## src/rtl/jtag_host_shifter.sv

```systemverilog
// JTAG host shifter: walks the TAP from Run-Test/Idle through one IR or DR scan of 1..16 bits.
// Optional macro JTAG_HOST_TLR_CMD_EN adds a cmdTlr input that replays the Test-Logic-Reset walk.
module jtag_host_shifter #(
    parameter int CLK_DIV = 4
) (
    input  logic        clk,
    input  logic        rst,
    input  logic        cmdValid,
    output logic        cmdReady,
    input  logic        cmdIsIr,
    input  logic [3:0]  cmdLen,
    input  logic [15:0] cmdData,
`ifdef JTAG_HOST_TLR_CMD_EN
    input  logic        cmdTlr,
`endif
    output logic        rspValid,
    output logic [15:0] rspData,
    output logic        busy,
    output logic        tck,
    output logic        tms,
    output logic        tdi,
    input  logic        tdo
);

    localparam int CW = $clog2(2 * CLK_DIV);
    localparam logic [CW-1:0] HALF = CW'(CLK_DIV);
    localparam logic [CW-1:0] WRAP = CW'(2 * CLK_DIV - 1);

    typedef enum logic [2:0] {
        S_INIT,
        S_IDLE,
        S_PRE,
        S_SHIFT,
        S_POST
    } state_t;

    state_t        state_q;
    logic [CW-1:0] tcnt_q;
    logic [3:0]    idx_q;
    logic          ir_q;
    logic [3:0]    len_q;
    logic [15:0]   data_q;
    logic [15:0]   cap_data_q;
    logic          cap_q;
    logic [3:0]    cap_idx_q;
    logic          tlr_q;
    logic          tck_q;
    logic          tms_q;
    logic          tdi_q;
    logic          ready_q;
    logic          busy_q;
    logic          rsp_valid_q;
    logic [15:0]   rsp_data_q;

    logic          accept;
    logic          tlr_req;

`ifdef JTAG_HOST_TLR_CMD_EN
    assign tlr_req = cmdTlr;
`else
    assign tlr_req = 1'b0;
`endif

    assign accept = cmdValid && ready_q;

    // tcnt_q==0 marks the edge that opens a TCK low phase, tcnt_q==HALF the rising edge.
    // Each state advances on its low-phase edges; the edge after the last TCK returns to IDLE.
    always_ff @(posedge clk or posedge rst) begin
        if (rst) begin
            state_q     <= S_INIT;
            tcnt_q      <= '0;
            idx_q       <= '0;
            ir_q        <= 1'b0;
            len_q       <= '0;
            data_q      <= '0;
            cap_data_q  <= '0;
            cap_q       <= 1'b0;
            cap_idx_q   <= '0;
            tlr_q       <= 1'b0;
            tck_q       <= 1'b0;
            tms_q       <= 1'b1;
            tdi_q       <= 1'b0;
            ready_q     <= 1'b0;
            busy_q      <= 1'b1;
            rsp_valid_q <= 1'b0;
            rsp_data_q  <= '0;
        end else begin
            rsp_valid_q <= 1'b0;
            if (state_q == S_IDLE) begin
                if (accept) begin
                    ir_q       <= cmdIsIr;
                    len_q      <= cmdLen;
                    data_q     <= cmdData;
                    tlr_q      <= tlr_req;
                    cap_data_q <= '0;
                    idx_q      <= '0;
                    tcnt_q     <= '0;
                    state_q    <= tlr_req ? S_INIT : S_PRE;
                    ready_q    <= 1'b0;
                    busy_q     <= 1'b1;
                end
            end else begin
                tcnt_q <= (tcnt_q == WRAP) ? '0 : tcnt_q + CW'(1);
                if (tcnt_q == HALF) begin
                    tck_q <= 1'b1;
                    if (cap_q) begin
                        cap_data_q[cap_idx_q] <= tdo;
                    end
                end else if (tcnt_q == '0) begin
                    tck_q <= 1'b0;
                    tdi_q <= 1'b0;
                    cap_q <= 1'b0;
                    idx_q <= idx_q + 4'd1;
                    case (state_q)
                        S_INIT: begin
                            if (idx_q == 4'd6) begin
                                state_q <= S_IDLE;
                                tms_q   <= 1'b0;
                                ready_q <= 1'b1;
                                busy_q  <= 1'b0;
                                tcnt_q  <= '0;
                                if (tlr_q) begin
                                    rsp_valid_q <= 1'b1;
                                    rsp_data_q  <= '0;
                                end
                            end else begin
                                tms_q <= (idx_q < 4'd5);
                            end
                        end
                        S_PRE: begin
                            tms_q <= (idx_q == 4'd0) || (ir_q && idx_q == 4'd1);
                            if (idx_q == (ir_q ? 4'd3 : 4'd2)) begin
                                state_q <= S_SHIFT;
                                idx_q   <= '0;
                            end
                        end
                        S_SHIFT: begin
                            tms_q     <= (idx_q == len_q);
                            tdi_q     <= data_q[idx_q];
                            cap_q     <= 1'b1;
                            cap_idx_q <= idx_q;
                            if (idx_q == len_q) begin
                                state_q <= S_POST;
                                idx_q   <= '0;
                            end
                        end
                        S_POST: begin
                            if (idx_q == 4'd2) begin
                                state_q     <= S_IDLE;
                                tms_q       <= 1'b0;
                                ready_q     <= 1'b1;
                                busy_q      <= 1'b0;
                                tcnt_q      <= '0;
                                rsp_valid_q <= 1'b1;
                                rsp_data_q  <= cap_data_q;
                            end else begin
                                tms_q <= (idx_q == 4'd0);
                            end
                        end
                        default: begin
                            state_q <= S_INIT;
                        end
                    endcase
                end
            end
        end
    end

    assign cmdReady = ready_q;
    assign busy     = busy_q;
    assign rspValid = rsp_valid_q;
    assign rspData  = rsp_data_q;
    assign tck      = tck_q;
    assign tms      = tms_q;
    assign tdi      = tdi_q;

endmodule
```

## config.mk

```make
export PLATFORM = sky130hd
export DESIGN_NAME = jtag_host_shifter
export DESIGN_NICKNAME = d
export VERILOG_FILES = /design/src/rtl/jtag_host_shifter.sv
export SDC_FILE = /design/constraint.sdc
export NUM_CORES = 1
export LEC_CHECK = 0
export CORE_MARGIN = 2
export CORE_UTILIZATION = 39
export DETAILED_ROUTE_END_ITERATION = 12
export PLACE_DENSITY_LB_ADDON = 0.2
export SKIP_LAST_GASP = 1
export SLEW_MARGIN = 20
export SYNTH_ARGS = -nofsm -noshare
export SYNTH_HDL_FRONTEND = slang
export SYNTH_SLANG_ARGS = --single-unit
```

## constraint.sdc

```tcl
create_clock -name clk -period 3.32 [get_ports clk]
set_input_delay 0.664 -clock clk [delete_from_list [all_inputs] [get_ports clk]]
set_output_delay 0.664 -clock clk [all_outputs]
set_load 0.05 [all_outputs]
```

==> run summary <==
Core area = 8810 um2
Synth unique cells = 46
Sequential cell area fraction in the yosys report = 52.1%
GR Util met1 = 20.5%
Synth Cell Area = 3560 um2
Drt wl/cell = 14.7 um
Kind of critical path = flip-flop to primary output
Slew Limit Headroom = 49.4%
Crit share post-route = 71.2%
Nets@finish = 386
Leakage = 1.96 nW
CP Launch Type = flip-flop
Synth Area in Adders = 2.46%
Setup_tns = 0 ns
RSZ-0062 raised after global routing = no
Worst vdd ir = 0.208 mV
Number of flops mapped to enable cells by yosys = 0
Delay-heaviest family, CP = buffers and inverters
DR iter-0 viols = 120
Syn Inst Count = 313
Area of the multi-input gates = 1560 um2
Pre-antenna DRT Iters = 4
Diodes inserted = 0
Row cnt = 34
Synth Area in Compound Gates = 13.0%
Total number of vias = 2457
Root Buffer = clkbuf_8
Die span in x = 99.6 um
Largest family of logic cells by synthesized area = multiplexers
First-pass GRT wire length = 11900 um
Hold Path Origin = busy
Commonest cells post-synth = 72 x dfrtp_1, 37 x o21ai_0, 31 x mux2_2
CTS tree = done
Count leader, synth = dfrtp_1
XOR/XNOR share of the synthesized area = 1.72%
Worst path max stage delay = 0.80 ns
Worst slack at placement = 0.935 ns
Synth async-reset ratio = 100%
M2 GR Usage = 23.6%
WP buf/inv = 1
Cts hold-fix bufs = 0
Setup ws final = 0.957 ns
Post-layout power = 1.74 mW
Worst slew pin tran = 0.752 ns
H-tree depth = 3
Largest net degree at the start of global routing = 75
Max Buffers Root-to-Sink = 2
DR DRC count = 0
Crit path capture type = primary output
TritonCTS Sinks = 74
GR Overflow Total = 0
Cells on worst reg2reg path = 5
Busiest grt layer = met2
Post-synth top flop = dfrtp_1
Mapped Avg Cell Area = 11.4 um2
Hold Fails Final Rpt = 0
Critical Path RT = 2.66 ns
Outcome = complete, no violations
I/O Buffers = 46
Fmax = 423 MHz
Vias in the first global route = 2443
Worst-path cell chain = clkdlybuf4s50_1
Min-delay worst type = flip-flop to flip-flop
Initial antenna violation count = 0
Hpwl dp = 4720 um
CTS resizes = 0
Tot GR Track Use = 15.2%
Drt via density = 5.26
Synth warn = 0
Global Route met3 Usage = 3.37%
Synth area leaders = dfrtp_1 51%, mux2_2 9.8%, o21ai_0 5.2%, mux2_4 3.8%, ha_1 2.5%
Post-synthesis simple-gate area fraction = 10.7%
Tmin final = 2.36 ns
Synth Net Count = 345
PwrDens = 404 nW/um2
Die area = 9910 um2
Fin util = 48.9%
Post-CTS Setup Inserts = 0
Layout cells sized above 1 = 19.8%
Max-cap violations = 0
Final WL = 6880 um
DRT antenna net count = 0
Setup violations, final = 0
R2r startpoint = idx_q[0]
Layout area overhead = 20.9%
Crit path max fanout = 3
Synth Register Bits = 74
Clk_lat worst skew = 0.36 ns
Total CTS buffers = 9
Max-slew violations = 0
Die height = 99.6 um
Post-synth top area share = 50.6%
Register area = 1850 um2
Worst-path clk slew = 0.08 ns
Minimum hold slack = 0.501 ns
Synth area leader = dfrtp_1
Worst clock skew = 0.00830 ns
Worst Path Arrival = 1.70 ns
Post-synthesis mux area share = 16.0%
Hold Path Cell Cnt = 2
Ports = 47
Instance count on the critical path = 1
Worst path slowest cell = clkdlybuf4s50_1
Initial core utilization = 40.5%
Final GP Congestion = 0.853
Fill cells = 812
Crit path from = tms
-- layout make-up --
class	instances	share of cell area (%)
tap	108	3.14
clock inverter	7	2.38
clock buffer	9	2.88
inverter	9	0.785
timing repair buffer	49	11.5
multi-input combinational	211	36.2
sequential	74	43.1
-- where the power goes --
group / internal [mW] / leakage [nW] / switching [mW] / total (mW)
Sequential: 0.900 / 1.01 / 0 / 0.900
Clock: 0.429 / 0.110 / 0.361 / 0.790
Combinational: 0.0271 / 0.832 / 0.0210 / 0.0481
-- per-stage QoR --
stage	instance area [um2]	cells
6_report	4310	467
5_1_grt	4310	467
4_1_cts	4310	467
3_5_place_dp	4080	451
3_3_place_gp	4080	451
2_1_floorplan	3560	313
-- cells by family (layout without fill, tap and decap cells) --
kind of cell,count (synthesis),count (layout)
compound gates,82,82
buf+inv,28,74
flops,74,74
fa+ha+maj,7,7
simple gates,69,69
mux,46,46
xor+xnor,7,7
-- routing by layer --
| layer | wire length, um | share of wire, % | vias to the layer above |
|---|---|---|---|
| li1 | - | - | 1199 |
| met1 | 3430 | 50 | 1203 |
| met2 | 3090 | 45 | 48 |
| met3 | 258 | 3.8 | 7 |
| met4 | 96 | 1.4 | 0 |
| met5 | 0 | 0 | - |
-- placed cells by master (no fill, tap or decap), types with 8 or more instances in the layout --
cell type and instances:
o21ai_0 37, dfrtp_1 72, clkbuf_8 9, a21oi_1 15, mux2_2 31, clkdlybuf4s50_1 46
a31oi_1 8, nor2_1 15, mux2_4 9, nand2_1 15, o21ai_1 11, inv_1 8
-- flip-flops by register name, indices dropped and copies added, names as in the netlist, 3 cells and up --
| register | flops |
|---|---|
| tcnt_q | 3 |
| cap_idx_q | 4 |
| data_q | 16 |
| rspData | 16 |
| idx_q | 4 |
| cap_data_q | 16 |
| state_q | 3 |
| len_q | 4 |
-- path summary, 6_finish.rpt --
| check | endpoint | slack, ns |
|---|---|---|
| min reg2reg | busy | 0.50 |
| max in group asynchronous | tms | 2.26 |
| max reg2reg | rspData[4] | 0.99 |
| min in group asynchronous | rspData[12] | 0.69 |
| max | tms | 0.96 |
| min | busy | 0.50 |
No activity file was read; power rests on OpenSTA's default activity.
